### config.mk
export PLATFORM = sky130hd
export DESIGN_NAME = n_to_one_stream_mux
export DESIGN_NICKNAME = d
export VERILOG_FILES = /design/src/rtl/stream_mux_pkg.sv /design/src/rtl/rr_arbiter.sv /design/src/rtl/n_to_one_stream_mux.sv
export SDC_FILE = /design/constraint.sdc
export NUM_CORES = 1
export LEC_CHECK = 0
export CORE_MARGIN = 3
export CORE_UTILIZATION = 47
export DETAILED_ROUTE_END_ITERATION = 8
export PLACE_DENSITY = 0.86
export SLEW_MARGIN = 20
export SYNTH_ARGS = -nofsm -noshare
export SYNTH_HDL_FRONTEND = slang
export SYNTH_SLANG_ARGS = --single-unit
### constraint.sdc
create_clock -name clk -period 6.8 [get_ports clk]
set_input_delay 1.02 -clock clk [delete_from_list [all_inputs] [get_ports clk]]
set_output_delay 1.02 -clock clk [all_outputs]
set_load 0.1 [all_outputs]
### src/rtl/stream_mux_pkg.sv
// Shared constants and types for the N-to-1 stream multiplexer.
// The LOCKED state type is used only when STREAM_MUX_PKT_LOCK_EN is defined.
package stream_mux_pkg;

   localparam logic MODE_FIXED = 1'b0;
   localparam logic MODE_RR    = 1'b1;

   localparam int DEF_N_CH  = 4;
   localparam int DEF_WIDTH = 8;

   typedef enum logic {
      IDLE   = 1'b0,
      LOCKED = 1'b1
   } lock_state_t;

endpackage

### src/rtl/rr_arbiter.sv
// Combinational round-robin pick: first requester at or above ptr, wrapping to 0.
// ptr is assumed to be a legal channel index (below N_CH).
module rr_arbiter #(
   parameter int N_CH = 4,
   parameter int SW   = $clog2(N_CH)
) (
   input  logic [N_CH-1:0] req,
   input  logic [SW-1:0]   ptr,
   output logic [SW-1:0]   gnt_idx,
   output logic            gnt_any
);

   localparam logic [SW-1:0] LAST_CH = SW'(N_CH - 1);

   logic [SW-1:0] cand;

   always_comb begin
      gnt_idx = '0;
      gnt_any = 1'b0;
      cand    = ptr;
      for (int i = 0; i < N_CH; i++) begin
         if (!gnt_any && req[cand]) begin
            gnt_any = 1'b1;
            gnt_idx = cand;
         end
         cand = (cand == LAST_CH) ? '0 : cand + 1'b1;
      end
   end

endmodule

### src/rtl/n_to_one_stream_mux.sv
// N-to-1 valid/ready stream mux with fixed-select and round-robin modes and a registered output.
// Defining STREAM_MUX_PKT_LOCK_EN adds in_last/y_last and holds a round-robin grant for a whole packet.
module n_to_one_stream_mux
   import stream_mux_pkg::*;
#(
   parameter int N_CH  = DEF_N_CH,
   parameter int WIDTH = DEF_WIDTH,
   parameter int SW    = $clog2(N_CH)
) (
   input  logic                  clk,
   input  logic                  rst,
   input  logic [N_CH*WIDTH-1:0] in_data,
   input  logic [N_CH-1:0]       in_valid,
   output logic [N_CH-1:0]       in_ready,
   input  logic                  mode,
   input  logic [SW-1:0]         s,
   output logic [WIDTH-1:0]      y,
   output logic                  y_valid,
   input  logic                  y_ready,
   output logic [SW-1:0]         y_ch
`ifdef STREAM_MUX_PKT_LOCK_EN
   ,
   input  logic [N_CH-1:0]       in_last,
   output logic                  y_last
`endif
);

   // Handshake: a beat moves on valid && ready; the output register reloads when empty or draining.
   localparam logic [SW-1:0] LAST_CH = SW'(N_CH - 1);
   localparam logic [SW:0]   N_CH_W  = (SW + 1)'(N_CH);

   logic          load_ok;
   logic          xfer;
   logic          rr_path;
   logic          grant_en;
   logic          arb_any;
   logic          ptr_adv;
   logic [SW-1:0] grant;
   logic [SW-1:0] arb_idx;
   logic [SW-1:0] rr_ptr;

`ifdef STREAM_MUX_PKT_LOCK_EN
   lock_state_t   state;
   lock_state_t   state_nxt;
   logic [SW-1:0] lock_ch;
`endif

   rr_arbiter #(.N_CH(N_CH), .SW(SW)) u_arb (
      .req     (in_valid),
      .ptr     (rr_ptr),
      .gnt_idx (arb_idx),
      .gnt_any (arb_any)
   );

   assign load_ok = !y_valid || y_ready;

   always_comb begin
      grant    = '0;
      grant_en = 1'b0;
      rr_path  = 1'b0;
      if (mode == MODE_RR) begin
         grant    = arb_idx;
         grant_en = arb_any;
         rr_path  = 1'b1;
      end else begin
         grant    = s;
         grant_en = ({1'b0, s} < N_CH_W);
      end
`ifdef STREAM_MUX_PKT_LOCK_EN
      // A locked packet overrides mode and holds the channel even through valid gaps.
      if (state == LOCKED) begin
         grant    = lock_ch;
         grant_en = 1'b1;
         rr_path  = 1'b1;
      end
`endif
   end

   always_comb begin
      in_ready = '0;
      if (grant_en && !rst) in_ready[grant] = load_ok;
   end

   assign xfer = grant_en && load_ok && in_valid[grant];

`ifdef STREAM_MUX_PKT_LOCK_EN
   assign ptr_adv = xfer && rr_path && in_last[grant];
`else
   assign ptr_adv = xfer && rr_path;
`endif

   always_ff @(posedge clk or posedge rst) begin
      if (rst) begin
         y       <= '0;
         y_ch    <= '0;
         y_valid <= 1'b0;
      end else if (xfer) begin
         y       <= in_data[grant*WIDTH +: WIDTH];
         y_ch    <= grant;
         y_valid <= 1'b1;
      end else if (y_ready) begin
         y_valid <= 1'b0;
      end
   end

   always_ff @(posedge clk or posedge rst) begin
      if (rst)          rr_ptr <= '0;
      else if (ptr_adv) rr_ptr <= (grant == LAST_CH) ? '0 : grant + 1'b1;
   end

`ifdef STREAM_MUX_PKT_LOCK_EN
   always_ff @(posedge clk or posedge rst) begin
      if (rst)       y_last <= 1'b0;
      else if (xfer) y_last <= in_last[grant];
   end

   always_ff @(posedge clk or posedge rst) begin
      if (rst) begin
         state   <= IDLE;
         lock_ch <= '0;
      end else begin
         state <= state_nxt;
         if (state == IDLE && state_nxt == LOCKED) lock_ch <= grant;
      end
   end

   always_comb begin
      state_nxt = state;
      case (state)
         IDLE:    if (xfer && rr_path && !in_last[grant]) state_nxt = LOCKED;
         LOCKED:  if (xfer && in_last[grant])             state_nxt = IDLE;
         default: state_nxt = IDLE;
      endcase
   end
`endif

endmodule

==> results by group, run 1 <==
Global route
  • Largest net degree at the start of global routing: 24
  • Vias in the first global route: 1,311
  • All-Layer GR Usage: 0.226
  • First-pass GRT wire length: 6180 microns
  • GR Overflow Total: 0
  • Antenna violations before repair: 0

Critical path
  • Arrival @ worst endpoint: 4.17 ns
  • Cell at the slowest stage of the critical path: clkdlybuf4s50_1
  • Worst reg2reg path depth: 10
  • CP peak stage delay: 0.74 ns
  • R2r endpoint: y[0]
  • CP required: 5.78 ns
  • CP Class: in -> out
  • CP top delay family: buffers and inverters
  • Most frequent CP cell: buf_4
  • Crit-path max FO: 14
  • Register-to-Register Setup Slack: 2.57 ns
  • CP Capture Type: primary output
  • WP buf/inv: 4
  • Reg-to-Reg Start: rr_ptr[0]
  • Crit-path cells: clkdlybuf4s50_1 > or3b_2 > a211oi_1 > a31oi_1 > o31ai_2 > mux2_2 > a21oi_1 > buf_4 > inv_1 > ha_1 > and3_1 > buf_4
  • CP Launch Type: input port

Timing
  • RSZ-0062 raised after global routing: false
  • Measured slew at the worst slew-check pin: 1.01 ns
  • Final Setup Violations: 0
  • Worst Skew: 0.00259 ns
  • Slew HR: 0.328
  • Setup tns final: 0 ns
  • Final Worst Setup Slack: 1.61 ns
  • Min Tclk post-route: 5.19 ns
  • Period utilisation layout: 0.763
  • Hold violation count in the final report: 0
  • Slew Limit Fails: 0
  • FMAX: 0.193 GHz
  • Hold slack: 0.508 ns

Clock tree
  • H-tree depth: 1
  • Resize count post-CTS: 0
  • Post-CTS setup buffer count: 0
  • Clock transition at path regs: 0.08 ns
  • Clock Latency Late Sink: 0.29 ns
  • CTS tree: built
  • Root buffer cell: clkbuf_4
  • Hold bufs inserted after CTS: 0
  • CTS Buf Count: 3
  • Clk buf depth: 2
  • CTS sink cnt: 13

Routing
  • DR WL/cell: 16.4 microns
  • Via-to-Cell Ratio: 6.13
  • Via count: 1,409
  • Routed WL: 3760 microns
  • Iteration-0 DRC Markers: 153
  • DRC Markers: 0
  • Drt first pass iters: 4
  • Final ANT Viol Nets: 0

Worst hold path
  • Hold depth: 1
  • Hold path start: y_ch[1]
  • Hold EP: y_ch[1]
  • Hold Crit Class: reg -> reg

Die
  • DIE AREA: 3680 sq um
  • Num rows: 19
  • Core box area: 2810 sq um
  • IO Count: 57
  • Die H: 60.6 microns
  • Initial Utilization: 0.500
  • Die X-Extent: 60.6 microns

Logic synthesis
  • Synth Net Count: 196
  • Most used DFF post-synth: dfrtp_1
  • Sequential area share after synthesis: 0.232
  • Top-count cell post-synth: mux2i_1
  • Avg Cell Area, Syn: 9.41 sq um
  • Synth top cells by count: mux2i_1, mux2_2, dfrtp_1, o21ai_0, buf_2
  • Post-synth EDFFs: 0
  • Synth async-reset ratio: 1.00
  • Area leader, netlist: dfrtp_1
  • Synth Instances: 149
  • Netlist cell types: 42
  • Largest cells by area after synthesis: dfrtp_1, mux2i_1, mux2_2
  • Share of the synthesized area in the top cell type: 0.232
  • Yosys reg bits: 13
  • Synth warnings: 0
  • Mapped Area: 1400 sq um

Status
  • Status: complete, no violations

Placement
  • Port bufs: 56
  • Hpwl dp: 2980 microns
  • RePlAce Congestion: 0.842
  • Dpl ws: 1.69 ns

Layout
  • Final #Nets: 247
  • Area delta synth->final: 40.9%
  • Layout cells sized above 1: 0.151
  • Antenna diodes: 0
  • Utilization after layout: 0.704

Power
  • Pwr per Cell Area: 536 nW/um^2
  • Leak: 0.865 nW
  • VDD IR-drop max: 0.369 mV
  • Pwr Total: 1.06 mW

Flow run
  • Max Cap Viol: 0
-- cell families after synthesis --
kind of cell / after synthesis / synth area share
compound gates: 32 / 0.168
xor+xnor: 1 / 0.00625
fa+ha+maj: 5 / 0.0446
buf+inv: 18 / 0.0598
flops: 13 / 0.232
mux: 43 / 0.329
simple gates: 37 / 0.161
-- report_power, final --
| group | leakage [nW] | total (mW) | switching (mW) | internal (mW) |
|---|---|---|---|---|
| registers | 0.152 | 0.164 | 0.0461 | 0.118 |
| logic | 0.697 | 0.845 | 0.547 | 0.298 |
| clock network | 0.0150 | 0.0503 | 0.0274 | 0.0229 |
| total | 0.865 | 1.06 | 0.620 | 0.439 |
-- how the worst max path moves through the flow --
| stage | from | endpoint | slack (ns) | cells after the start |
|---|---|---|---|---|
| CTS | in_valid[2] | in_ready[3] | 1.66 | 12 |
| global placement | in_valid[3] | in_ready[0] | 1.75 | 11 |
| detailed placement | in_valid[2] | in_ready[0] | 1.69 | 10 |
| global route | in_valid[2] | in_ready[3] | 1.40 | 12 |
| finish | in_valid[2] | in_ready[3] | 1.61 | 12 |
| floorplan | in_valid[0] | in_ready[3] | 2.21 | 8 |
-- per-layer routing --
layer  share of wire  global-route usage
met1            0.40               0.276
met3            0.10              0.0660
met5               0                   0
met2            0.47               0.363
met4           0.025               0.111
-- layout by cell type, fill, tap and decap left out, types with 2 or more instances in the layout --
cell / instances
clkbuf_4: 3
dfrtp_1: 13
nand2b_1: 2
and3_1: 4
ha_1: 5
and3b_1: 3
o31ai_1: 3
nor2_1: 4
a2111oi_0: 2
nor3b_1: 3
buf_4: 6
inv_1: 6
a222oi_1: 2
o21ai_0: 8
mux2i_1: 27
a32oi_1: 3
mux2_2: 15
clkdlybuf4s50_1: 52
nand3b_1: 2
nand3_1: 4
nor2b_1: 3
a31oi_1: 4
nand2_1: 5
-- cell type report --
class                      instances  area (sq um)
inverter                           6          22.5
sequential                        13           325
timing repair buffer              58           566
tap                               31          38.8
clock buffer                       4          26.3
fill                             208           830
multi-input combinational        118           997
-- sequential cells by signal, indices dropped and copies added, names as in the netlist --
name / flops
y: 8
rr_ptr: 2
y_ch: 2
y_valid: 1
-- per-stage QoR --
stage	cells	area, sq um
finish	230	1980
global route	230	1980
CTS	230	1980
detailed placement	226	1950
global placement	226	1950
floorplan	149	1400
(Power assumes the default switching activity.)
==> run 2: changes to the inputs <==
--- a/config.mk
+++ b/config.mk
@@ -6,9 +6,9 @@
 export NUM_CORES = 1
 export LEC_CHECK = 0
 export CORE_MARGIN = 3
-export CORE_UTILIZATION = 47
+export CORE_UTILIZATION = 43
 export DETAILED_ROUTE_END_ITERATION = 8
-export PLACE_DENSITY = 0.86
+export PLACE_DENSITY = 0.8
 export SLEW_MARGIN = 20
 export SYNTH_ARGS = -nofsm -noshare
 export SYNTH_HDL_FRONTEND = slang
==> constraint.sdc (replaced) <==
create_clock -name clk -period 5.1 [get_ports clk]
set_input_delay 0.765 -clock clk [delete_from_list [all_inputs] [get_ports clk]]
set_output_delay 0.765 -clock clk [all_outputs]
set_load 0.1 [all_outputs]
==> run 2 against run 1 <==
Hold slack improved by 0.0027 ns. Combinational power is 36% higher. Via count is 1.5% lower. Clock power rose by 26%. Clock-buffer cell count is the same. Largest power group unchanged.
==> results by group, run 2 (synthesis gave the netlist of run 1 again) <==
Routing
  • Via count: 1,388 (was 1,409)
  • Final ANT Viol Nets: 0 (unchanged)
  • DRC Markers: 0 (unchanged)
  • Iteration-0 DRC Markers: 174 (was 153)
  • DR WL/cell: 15.2 microns (was 16.4 microns)
  • Drt first pass iters: 4 (unchanged)
  • Routed WL: 3690 microns (was 3760 microns)
  • Via-to-Cell Ratio: 5.71 (was 6.13)

Die
  • Num rows: 20 (was 19)
  • DIE AREA: 3980 sq um (was 3680 sq um)
  • Core box area: 3080 sq um (was 2810 sq um)
  • Initial Utilization: 0.456 (was 0.500)
  • IO Count: 57 (unchanged)
  • Die H: 63.1 microns (was 60.6 microns)
  • Die X-Extent: 63.1 microns (was 60.6 microns)

Power
  • Cell internal pwr: 0.605 mW (was 0.439 mW)
  • Clock power frac: 0.044 (was 0.047)
  • Sw frac: 0.576 (was 0.585)
  • Flop pwr share: 0.153 (was 0.155)
  • Leak: 0.877 nW (was 0.865 nW)
  • NetSw: 0.822 mW (was 0.620 mW)
  • Combinational share of power: 0.802 (was 0.797)
  • VDD IR-drop max: 0.419 mV (was 0.369 mV)
  • Pwr per Cell Area: 699 nW/um^2 (was 536 nW/um^2)

Timing
  • Final Setup Violations: 0 (unchanged)
  • Worst Skew: 0.00282 ns (was 0.00259 ns)
  • FMAX: 0.216 GHz
  • Period utilisation layout: 0.908
  • Slew Limit Fails: 0 (unchanged)
  • Measured slew at the worst slew-check pin: 0.994 ns (was 1.01 ns)
  • Min Tclk post-route: 4.63 ns
  • Hold violation count in the final report: 0 (unchanged)
  • Setup tns final: 0 ns (unchanged)
  • Slew HR: 0.335 (was 0.328)
  • RSZ-0062 raised after global routing: false (unchanged)

Global route
  • All-Layer GR Usage: 0.193 (was 0.226)
  • Antenna violations before repair: 0 (unchanged)
  • GR Overflow Total: 0 (unchanged)
  • Vias in the first global route: 1,398 (was 1,311)
  • Largest net degree at the start of global routing: 22 (was 24)
  • First-pass GRT wire length: 6330 microns (was 6180 microns)

Layout
  • Largest Register: y (unchanged)
  • Antenna diodes: 0 (unchanged)
  • Multi-input combinational cell area: 997 sq um (unchanged)
  • Sequential cell area: 325 sq um (unchanged)
  • Max reg flops: 8 (unchanged)
  • Layout cells sized above 1: 0.151 (unchanged)
  • Fillers: 260 (was 208)
  • Commonest non-fill, non-tap cell in the layout: clkdlybuf4s50_1 (unchanged)
  • Final #Nets: 247 (unchanged)
  • Largest regs: y x8, rr_ptr x2, y_ch x2 (unchanged)
  • Utilization after layout: 0.663 (was 0.704)
  • Commonest cells after routing, fill and taps aside: clkdlybuf4s50_1, mux2i_1, mux2_2 (unchanged)
  • Area delta synth->final: 45.6% (was 40.9%)

Clock tree
  • Hold bufs inserted after CTS: 0 (unchanged)
  • CTS sink cnt: 13 (unchanged)
  • Resize count post-CTS: 0 (unchanged)
  • Post-CTS setup buffer count: 0 (unchanged)
  • H-tree depth: 1 (unchanged)
  • Clock transition at path regs: 0.08 ns (about the same)
  • Root buffer cell: clkbuf_4 (unchanged)
  • CTS Buf Count: 3 (unchanged)
  • Clock Latency Late Sink: 0.27 ns (was 0.29 ns)
  • CTS tree: built (unchanged)
  • Clk buf depth: 2 (unchanged)

Critical path
  • Crit-path cells: ha_1 > nor4bb_1 > o31ai_1 > a32oi_1 > mux2_2 > a21oi_1 > buf_4 > ha_1 > and3_1 > buf_12 (was clkdlybuf4s50_1 > or3b_2 > a211oi_1 > a31oi_1 > o31ai_2 > mux2_2 > a21oi_1 > buf_4 > inv_1 > ha_1 > and3_1 > buf_4)
  • CP required: 4.34 ns (was 5.78 ns)
  • CP Capture Type: primary output (unchanged)
  • Most frequent CP cell: ha_1 (was buf_4)
  • CP peak stage delay: 0.72 ns (was 0.74 ns)
  • Crit-path max FO: 21 (was 14)
  • CP Launch Type: register (was input port)
  • CP Class: reg -> out (was in -> out)
  • WP buf/inv: 2 (was 4)
  • Cell at the slowest stage of the critical path: ha_1 (was clkdlybuf4s50_1)
  • Arrival @ worst endpoint: 3.86 ns (was 4.17 ns)
  • CP top delay family: adder cells (was buffers and inverters)

Placement
  • Hpwl dp: 2900 microns (was 2980 microns)
  • RePlAce Congestion: 0.814 (was 0.842)
  • Port bufs: 56 (unchanged)

Flow run
  • Max Cap Viol: 0 (unchanged)

Status
  • Status: complete, no violations (unchanged)

Worst hold path
  • Hold Crit Class: reg -> reg (unchanged)
-- run 2: changes by cell type in the layout (fill, tap and decap cells not counted) --
| cell | before | now |
|---|---|---|
| buf_12 | 0 | 4 |
| buf_4 | 6 | 2 |
-- run 2: final cells by class --
class,count,share of cell area
clock buffers,4,0.0129
inverters,6,0.0110
multi-input cells,118,0.488
flip-flops and latches,13,0.159
well taps,44,0.0270
repair buffers,58,0.301
-- run 2: power by group through the flow --
stage	Clock [mW]	Sequential, mW	Combinational, mW
after floorplan	0	0.513	0.589
after global placement	0	0.217	1.13
after detailed placement	0	0.219	1.14
after CTS	0.0665	0.218	1.15
after global routing	0.0690	0.229	1.22
final	0.0632	0.219	1.15
-- run 2: path summary, 6_finish.rpt --
kind	startpoint	slack, ns	to	cells after the start
min in group asynchronous	rst	0.85	y_ch[0]	2
worst min register to register	y_ch[1]	0.51	y_ch[1]	1
worst max-delay path	rr_ptr[0]	0.47	in_ready[0]	10
worst min-delay path	y_ch[1]	0.51	y_ch[1]	1
max in group asynchronous	rst	3.86	y_valid	2
worst max register to register	rr_ptr[0]	1.18	y[6]	9
-- run 2: through the flow --
step | cells | total power [mW] | cell area (sq um) | setup WS [ns] | hold slack, ns
floorplan | 149 | 1.10 | 1400 | 1.02 | 0.663
global placement | 239 | 1.35 | 2020 | 0.660 | 0.493
detailed placement | 239 | 1.36 | 2020 | 0.641 | 0.495
CTS | 243 | 1.43 | 2040 | 0.480 | 0.515
global route | 243 | 1.51 | 2040 | 0.156 | 0.541
finish | 243 | 1.43 | 2040 | 0.471 | 0.511
-- run 2: layer usage --
metal / global-route usage / vias to the layer above / share of wire
met5: 0 / - / 0
met4: 0.0579 / 0 / 0.011
met3: 0.0624 / 4 / 0.089
met2: 0.333 / 53 / 0.49
met1: 0.225 / 659 / 0.41
li1: - / 672 / -
